--- src/rtl/fetch_unit_if.sv ---
// ---------------------------------------------------------------------------
// fetch_unit_if
// Fetch -> decode handshake bundle.
//   if_valid  : fetch holds a valid instruction in if_inst/if_pc
//   if_inst   : registered instruction word
//   if_pc     : byte address of if_inst
//   id_ready  : decode accepts the instruction this cycle
// master = fetch stage, slave = decode stage.
// ---------------------------------------------------------------------------
interface fetch_unit_if;
    logic        if_valid;
    logic [31:0] if_inst;
    logic [31:0] if_pc;
    logic        id_ready;

    modport master (output if_valid, output if_inst, output if_pc, input id_ready);
    modport slave  (input  if_valid, input  if_inst, input  if_pc, output id_ready);
endinterface

--- src/rtl/fetch_unit.sv ---
// ---------------------------------------------------------------------------
// fetch_unit
// Instruction-fetch stage. Owns the PC, drives a combinational instruction
// memory and registers the returned word into the fetch/decode register,
// which is handed to decode over a valid/ready handshake.
//
// Ports
//   clk, reset      : clock, synchronous active-high reset
//   pc              : fetch address to instruction memory (the PC register)
//   inst_code       : memory data for pc, same cycle
//   redirect_valid  : restart fetch at redirect_pc (flushes held instruction)
//   redirect_pc     : redirect target byte address
//   dec             : decode handshake (if_valid/if_inst/if_pc/id_ready)
//   fetch_done      : high while in DONE
//   fetch_err       : one-cycle pulse on misaligned/out-of-range redirect
//   perf_fetched,
//   perf_stalls     : saturating counters, only with FETCH_PERF_EN defined
//
// Optional feature: define FETCH_PERF_EN to add the performance counters.
// ---------------------------------------------------------------------------
module fetch_unit #(
    parameter int unsigned MEM_BYTES = 32,
    parameter logic [31:0] RESET_PC  = 32'h0
) (
    input  logic        clk,
    input  logic        reset,
    output logic [31:0] pc,
    input  logic [31:0] inst_code,
    input  logic        redirect_valid,
    input  logic [31:0] redirect_pc,
    fetch_unit_if.master dec,
    output logic        fetch_done,
    output logic        fetch_err
`ifdef FETCH_PERF_EN
    ,
    output logic [31:0] perf_fetched,
    output logic [31:0] perf_stalls
`endif
);

    localparam logic [31:0] LAST_PC   = 32'(MEM_BYTES - 4);
    localparam logic [31:0] MEM_LIMIT = 32'(MEM_BYTES);

    // WAIT gives memory one cycle to settle after reset before the first capture
    typedef enum logic [1:0] {
        S_WAIT = 2'd0,
        S_RUN  = 2'd1,
        S_DONE = 2'd2
    } state_t;

    state_t      r_state, w_state_nxt;
    logic [31:0] r_pc, w_pc_nxt;
    logic        r_valid, w_valid_nxt;
    logic [31:0] r_inst, w_inst_nxt;
    logic [31:0] r_if_pc, w_if_pc_nxt;
    logic        r_err, w_err_nxt;
    logic        w_capture;
    logic        w_slot_free;
    logic        w_misalign;
    logic        w_oor;

    assign w_slot_free = !r_valid || dec.id_ready;
    assign w_misalign  = (redirect_pc[1:0] != 2'b00);
    assign w_oor       = (redirect_pc >= MEM_LIMIT);

    always_ff @(posedge clk) begin
        if (reset) begin
            r_state <= S_WAIT;
            r_pc    <= RESET_PC;
            r_valid <= 1'b0;
            r_inst  <= 32'h0;
            r_if_pc <= 32'h0;
            r_err   <= 1'b0;
        end else begin
            r_state <= w_state_nxt;
            r_pc    <= w_pc_nxt;
            r_valid <= w_valid_nxt;
            r_inst  <= w_inst_nxt;
            r_if_pc <= w_if_pc_nxt;
            r_err   <= w_err_nxt;
        end
    end

    always_comb begin
        w_state_nxt = r_state;
        w_pc_nxt    = r_pc;
        w_valid_nxt = r_valid;
        w_inst_nxt  = r_inst;
        w_if_pc_nxt = r_if_pc;
        w_err_nxt   = 1'b0;
        w_capture   = 1'b0;

        if (redirect_valid) begin
            // Flush wins over a same-cycle decode accept; no capture this cycle
            w_valid_nxt = 1'b0;
            w_err_nxt   = w_misalign || w_oor;
            if (w_oor) begin
                w_pc_nxt    = RESET_PC;
                w_state_nxt = S_DONE;
            end else begin
                w_pc_nxt    = {redirect_pc[31:2], 2'b00};
                w_state_nxt = S_RUN;
            end
        end else begin
            unique case (r_state)
                S_WAIT: w_state_nxt = S_RUN;
                S_RUN: begin
                    if (w_slot_free) begin
                        w_capture   = 1'b1;
                        w_valid_nxt = 1'b1;
                        w_inst_nxt  = inst_code;
                        w_if_pc_nxt = r_pc;
                        if (r_pc == LAST_PC) w_state_nxt = S_DONE;
                        else                 w_pc_nxt    = r_pc + 32'd4;
                    end
                end
                S_DONE: begin
                    // Drain the last instruction, then stay empty
                    if (r_valid && dec.id_ready) w_valid_nxt = 1'b0;
                end
                default: w_state_nxt = S_WAIT;
            endcase
        end
    end

    assign pc          = r_pc;
    assign dec.if_valid = r_valid;
    assign dec.if_inst  = r_inst;
    assign dec.if_pc    = r_if_pc;
    assign fetch_done  = (r_state == S_DONE);
    assign fetch_err   = r_err;

`ifdef FETCH_PERF_EN
    logic [31:0] r_perf_fetched;
    logic [31:0] r_perf_stalls;
    logic        w_stall_cyc;

    assign w_stall_cyc = (r_state == S_RUN) && r_valid && !dec.id_ready;

    always_ff @(posedge clk) begin
        if (reset) begin
            r_perf_fetched <= 32'h0;
            r_perf_stalls  <= 32'h0;
        end else begin
            if (w_capture && (r_perf_fetched != 32'hFFFF_FFFF))
                r_perf_fetched <= r_perf_fetched + 32'd1;
            if (w_stall_cyc && (r_perf_stalls != 32'hFFFF_FFFF))
                r_perf_stalls <= r_perf_stalls + 32'd1;
        end
    end

    assign perf_fetched = r_perf_fetched;
    assign perf_stalls  = r_perf_stalls;
`else
    logic w_unused;
    assign w_unused = w_capture;
`endif

endmodule

--- src/flat_wrapper.sv ---
// flat-port wrapper written by rule: the top's interface ports become plain ports
module fetch_unit_flat 
#(
    parameter int unsigned MEM_BYTES = 32,
    parameter logic [31:0] RESET_PC  = 32'h0
)
  (clk, reset, pc, inst_code, redirect_valid, redirect_pc, fetch_done, fetch_err, dec_if_valid, dec_if_inst, dec_if_pc, dec_id_ready);
  fetch_unit_if dec_i ();
  input  logic clk;
  input  logic reset;
  output logic [31:0] pc;
  input  logic [31:0] inst_code;
  input  logic redirect_valid;
  input  logic [31:0] redirect_pc;
  output logic fetch_done;
  output logic fetch_err;
  output wire logic [$bits(dec_i.if_valid)-1:0] dec_if_valid;
  output wire logic [$bits(dec_i.if_inst)-1:0] dec_if_inst;
  output wire logic [$bits(dec_i.if_pc)-1:0] dec_if_pc;
  input wire logic [$bits(dec_i.id_ready)-1:0] dec_id_ready;
  assign dec_if_valid = dec_i.if_valid;
  assign dec_if_inst = dec_i.if_inst;
  assign dec_if_pc = dec_i.if_pc;
  assign dec_i.id_ready = dec_id_ready;
  fetch_unit #(.MEM_BYTES(MEM_BYTES), .RESET_PC(RESET_PC)) u_core (.clk(clk), .reset(reset), .pc(pc), .inst_code(inst_code), .redirect_valid(redirect_valid), .redirect_pc(redirect_pc), .dec(dec_i), .fetch_done(fetch_done), .fetch_err(fetch_err));
endmodule
--- config.mk ---
export PLATFORM = sky130hd
export DESIGN_NAME = fetch_unit_flat
export DESIGN_NICKNAME = d
export VERILOG_FILES = /design/src/rtl/fetch_unit_if.sv /design/src/rtl/fetch_unit.sv /design/src/flat_wrapper.sv
export SDC_FILE = /design/constraint.sdc
export NUM_CORES = 1
export LEC_CHECK = 0
export BUFFER_PORTS_ARGS = -buffer_cell sky130_fd_sc_hd__buf_2
export CELL_PAD_IN_SITES_DETAIL_PLACEMENT = 1
export CELL_PAD_IN_SITES_GLOBAL_PLACEMENT = 1
export CORE_AREA = 2 2 113 126
export CTS_CLUSTER_SIZE = 8
export DETAILED_ROUTE_END_ITERATION = 6
export DIE_AREA = 0 0 115 128
export HOLD_SLACK_MARGIN = 0.12
export PLACE_DENSITY_LB_ADDON = 0.1
export SYNTH_ARGS = -nofsm -noshare
export SYNTH_HDL_FRONTEND = slang
export SYNTH_SLANG_ARGS = --single-unit
--- constraint.sdc ---
create_clock -name clk -period 1.8 [get_ports clk]
set_input_delay 0.09 -clock clk [delete_from_list [all_inputs] [get_ports clk]]
set_output_delay 0.09 -clock clk [all_outputs]
set_load 0.03 [all_outputs]
# Word-level counts from Yosys, hierarchy flattened
# Cells that the tools add are included.
# word_totals
reg_bits	100
# classes
n_reduce_logical	15
mux	13
magnitude_cmp	1
n_eq_ne	9
n_bitwise	1
add_sub_neg	1
# op_table
operator	n
2-to-1 mux 32 bit	5
adder 32 x 3 -> 32 bit, second input constant	1
== test 32 x 5 -> 1 bit, second input constant	1
>= comparator 32 x 6 -> 1 bit, second input constant	1
AND reduction 3 bit	4
2-to-1 mux 2 bit	4
nonzero test 2 bit	4
inequality test 3 x 2 -> 1 bit, second input constant	2
case mux 2 bit (3 select lines)	1
inequality test 2 x 1 -> 1 bit, second input constant	2
inequality test 2 bit, second input constant	2
OR reduction 2 bit	2
== test 2 x 1 -> 1 bit, second input constant	1
== test 2 bit, second input constant	1
zero test 2 bit	1
logical OR 1 bit	2
2-to-1 mux 1 bit	2
case mux 1 bit (2 select lines)	1
logical AND 1 bit	1
zero test 1 bit	1
NOT 1 bit	1

# Longest topological paths before layout
# logic_depth
ltp_word	5
mapped_depth	8
mapped_depth_nobuf	7

# Worst setup path before layout
# Ideal clock, no wire load.
# synth_timing
path_kind	reg2reg
from	register u_core.r_pc[2] (netlist: u_core.pc[2])
to	register u_core.r_pc[2] (netlist: u_core.pc[2])
setup_time_ps	86
setup_slack_ps	-271
n_path_buf	2
period_less_slack_ps	2071
t_arrival_ps	1986
required_time_ps	1714
stages_incl_launch_ff	9
path_cell_list	dfxtp_1 > ha_1 > buf_2 > nor4b_1 > nand4_1 > o21bai_4 > buf_6 > xor2_1 > a211oi_1
# synth_via
elab_chain_cells	5
# synth_lines
item	line	rtl
start, declared	fetch_unit.sv:52	logic [31:0] r_pc, w_pc_nxt;
start signal, assigned	fetch_unit.sv:76	r_pc <= w_pc_nxt;
adder 32 x 3 -> 32 bit	fetch_unit.sv:114	else w_pc_nxt = r_pc + 32'd4;
2-to-1 mux 32 bit	fetch_unit.sv:113	if (r_pc == LAST_PC) w_state_nxt = S_DONE;
2-to-1 mux 32 bit	fetch_unit.sv:108	if (w_slot_free) begin
2-to-1 mux 32 bit	fetch_unit.sv:105	unique case (r_state)
2-to-1 mux 32 bit	fetch_unit.sv:93	if (redirect_valid) begin
# Parallel ways exist; a longest one is shown, timed or not. The select of a mux whose other input is x is not followed.
# A chain may end at the register's enable or synchronous reset.

# Worst setup path in the final report
# layout_timing
from	register u_core.r_pc[2] (netlist: u_core.pc[2])
to	register u_core.r_pc[12] (netlist: u_core.pc[12])
# The elaborated chain is that of the path after synthesis.

==> results.md <==
- Summed over all nets, the half-perimeter wirelength after detailed placement is 9730 um.
- In the final design database the tool counted 805 nets.
- Cell internal power was estimated by the tool at 3.382 mW.
- For this configuration, the core starts out at a cell density of 30.35%.
- The power density of the placed cells is 725.7 nW/um^2.
- The final weighted congestion of routability-driven global placement is 0.7772.
- In this run, placement finished with an instance count of 845.
- The number of detailed-routing iterations run before antenna repair is 4.
- Global routing used 33.81% of the available met2 tracks.
- The count of standard-cell rows is 45.
- The floorplan core area is 13,510 um^2.
- The number of max-capacitance violations reported is 0.
- Counting along the longest clock path gives a buffer depth of 2.
- The post-route netlist has 35.50% of its cells at a drive strength greater than 1.
- The final route contains 4,440 vias.
- The part of the Yosys area used for sequential elements is 46.86%.
- In the layout the commonest cells are 163 x sky130_fd_sc_hd__buf_2, 143 x sky130_fd_sc_hd__nand2_1, 93 x sky130_fd_sc_hd__dfxtp_1.
- The count of final max-slew check failures is 0.
- The clock period minus worst slack is 1705 ps.
- Of all nets on the critical path, the largest fanout is 7.
- In the global route stage, met1 resource usage came out at 23.24%.
- The clock net sink count is 96.
- The total of endpoints with negative setup slack in the final report is 0.
- The type of element capturing the critical path is a flip-flop.
- The total standard cell area after synthesis is 4101 um^2.
- The global-route usage over all layers is 19.28%.
- The number of levels the H-tree was split into is 3.
- In this run the most used layer during global routing was met2.
- The register bit count reported by yosys is 96.
- The number of buffers added by the clock tree synthesis step is 9.
- The total power is 4.451 mW.
- The initial antenna violation count was 0.
- The switching power as a share of total power is 24.01%.
- Summed over all cells, the static leakage comes to 2.599 nW.
- Together, buffers and inverters on the worst path number 1.
- From bottom edge to top edge, the die measures 128 um.
- The violation count after the first detailed-routing iteration is 138.
- Sequential cells account for 48.6% of the total power.
- Measured along the x axis, the die boundary spans 115 um.
- The signal on the critical path passes through ha_4 -> nor4b_2 -> nand4_1 -> o21bai_4 -> buf_6 -> or4_1 -> a21oi_1.
- The remaining routing DRC violations is 0.
- During synthesis, Yosys emitted a total of 0 warnings.
- The category of the most critical setup path is flip-flop to flip-flop.
- The number of global-route vias before repair came to 4,461.
- The worst setup path is launched from a flip-flop.
- The top-level port count is 167.
- The mean number of vias per cell is 4.917.
- The data required time of the worst path is 2080 ps.
- The maximum number of pins on one net before global-route repair is 68.
- The later pin in the worst-skew pair is clocked with a latency of 350 ps.
- Setup repair after global routing could not meet its margin everywhere.
- The mean area per synthesized cell is 8.170 um^2.
- The data arrival at the endpoint of the critical path is 1990 ps.
- The routed design has 14,110 um of wire.
- TritonCTS built the clock tree.
- Dividing the detail-routed wire length by the instance count gives 15.63 um.
- The global-route congestion overflow total is 0.
- On the worst path, the slowest cell contributes a delay of 460 ps.
- The post-route antenna net violation count is 0.
- The cell count after synthesis is 502.
- Leaving out fill and tap cells, the most frequent cell in the layout is sky130_fd_sc_hd__buf_2.
- The switching power summed over all nets is 1.069 mW.
- IR analysis of the VDD net gives a maximum drop of 436.4 uV.
- The cell at the slowest stage of the critical path is sky130_fd_sc_hd__or4_1.
- For the pin with the worst max-slew slack, the measured transition is 742.8 ps.
- The flow ran to the end, and the final reports show no timing, DRC or antenna violations.
- The final critical path takes up 94.70% of the cycle.
- The number of endpoints with negative hold slack in the final report is 0.
- The layout overhead on the synthesized area is 49.54%.
- The root buffer cell chosen for the clock tree is sky130_fd_sc_hd__clkbuf_16.
- The normalized max-slew margin is 50.48%.
- The count of buffers from port buffering is 162.
- The final-layout fill cell count is 1,653.
- Once layout is complete, the cells apart from fillers number 903.
- Static timing analysis puts the maximum clock frequency at 586.7 MHz.
- Yosys mapped the design onto 45 distinct sky130hd cell types.
- The global-route wire length before repair is 22,490 um.
- The floorplan step defined a die boundary enclosing 14,720 um^2.
- Clock-pin slew was measured on the worst setup and hold paths at 70 ps.
- The clock skew is 5.519 ps.
- The class of the tightest hold or removal check is input pin to flip-flop.
- The fraction of power consumed by the clock network is 41.5%.
- Of the total power, combinational logic draws 9.9%.
- For this run, global-route usage on met3 was measured as 4.634%.
- On the critical path the largest part of the delay comes from simple AND/OR/NAND/NOR gates.
through the flow:
stage                     hold slack, ps  utilization [%]  setup WS (ps)  instance area (um^2)  setup TNS [ps]
after CTS                          126.3            44.66          1.972                  6035               0
after detailed placement           338.9            39.78         -27.95                  5375          -50.07
final                              127.7            45.39          95.41                  6133               0
after global placement             328.8            39.78          1.458                  5375               0
after floorplan                    226.0                -         -10.75                  4130          -21.48
after global routing               135.5            45.37         -25.28                  6131          -71.47
kinds of logic (layout without fill, tap and decap cells):
logic type,count (synthesis),count (layout),share of synthesized area (%)
buffers and inverters,41,274,4.942
AO/OA/AOI/OAI,90,90,12.42
adder cells (fa/ha/maj),4,4,1.220
other,1,5,0.09143
flip-flops,96,96,46.86
multiplexers,1,1,0.2441
AND/OR/NAND/NOR,250,250,30.17
XOR/XNOR,19,19,4.057
sequential cells by signal (all words and copies together), names as in the netlist:
register and flops:
u_core.fetch_err 1, u_core.dec.if_valid 1, u_core.r_state 2, u_core.dec.if_pc 30, u_core.dec.if_inst 32, u_core.pc 30
cell usage after synthesis (all sizes together):
master | n | area [um^2]
inv | 6 | 22.52
nor3 | 15 | 75.07
xor2 | 2 | 17.52
o41ai | 1 | 8.760
o311ai | 1 | 8.760
ha | 4 | 50.05
conb | 1 | 3.750
and4 | 7 | 61.31
o211ai | 3 | 22.52
nand2 | 146 | 560.5
clkinv | 1 | 3.750
a21oi | 72 | 360.4
mux2i | 1 | 10.01
nand4 | 6 | 73.82
nor2 | 27 | 103.9
clkbuf | 23 | 90.09
nor4b | 2 | 17.52
dfxtp | 96 | 1922
a31o | 2 | 17.52
buf | 11 | 86.33
o31a | 1 | 8.760
nor4 | 21 | 190.2
and3 | 2 | 12.51
o21bai | 1 | 18.77
nor3b | 1 | 7.510
or4 | 6 | 45.04
nand2b | 1 | 6.260
xnor2 | 17 | 148.9
or3 | 2 | 12.51
o31ai | 3 | 22.52
a211oi | 3 | 22.52
nand3 | 13 | 65.06
nor2b | 1 | 6.260
a32oi | 1 | 8.760
o21ai | 2 | 10.01
power by group through the flow:
stage	combinational, mW	clock (mW)	sequential [mW]
after floorplan	0.158	0	2.26
final	0.439	1.85	2.16
after detailed placement	0.367	0	2.21
after global routing	0.480	2.02	2.17
after CTS	0.433	1.92	2.16
after global placement	0.359	0	2.21
cell type report:
cell class                 count  area (um^2)  area share [%]
multi-input combinational    368         2069           33.74
sequential                    96         1931           31.48
timing repair buffer         251         1614           26.32
tap                          164        205.2           3.346
antenna                        1        2.502         0.04080
clock inverter                 3        15.01          0.2448
inverter                       7        26.28          0.4284
clock buffer                  13        270.3           4.406
tightest hold or removal path: stages:
cell                      delay [ps]
sky130_fd_sc_hd__buf_2           100
sky130_fd_sc_hd__a21oi_1         170
sky130_fd_sc_hd__nor4_1           80
metal layers:
layer	share of wire, %	up-vias
met3	5.0	17
li1	-	2173
met4	1.5	0
met1	43	2142
met2	50	108
met5	0	-
path summary, 6_finish.rpt:
kind | from | endpoint | slack [ps] | cells past startpoint
setup / recovery | u_core.pc[2]$_SDFFE_PP0P_ | u_core.pc[12]$_SDFFE_PP0P_ | 100 | 7
hold / removal | redirect_pc[3] | u_core.pc[3]$_SDFFE_PP0P_ | 130 | 3
setup reg to reg | u_core.pc[2]$_SDFFE_PP0P_ | u_core.pc[12]$_SDFFE_PP0P_ | 100 | 7
hold reg to reg | u_core.dec.if_pc[29]$_SDFFE_PP0P_ | u_core.dec.if_pc[29]$_SDFFE_PP0P_ | 450 | 2
timing repair:
| action | CTS | global route |
|---|---|---|
| resized for setup | 1 | 13 |
| hold buffers | 37 | 0 |
| pin swaps | 1 | 4 |
| endpoints found under the setup margin | 3 | 55 |
| gates cloned | 0 | 1 |
| setup buffers | 0 | 3 |
| endpoints found under the hold margin | 37 | 0 |
(Power assumes the default switching activity.)
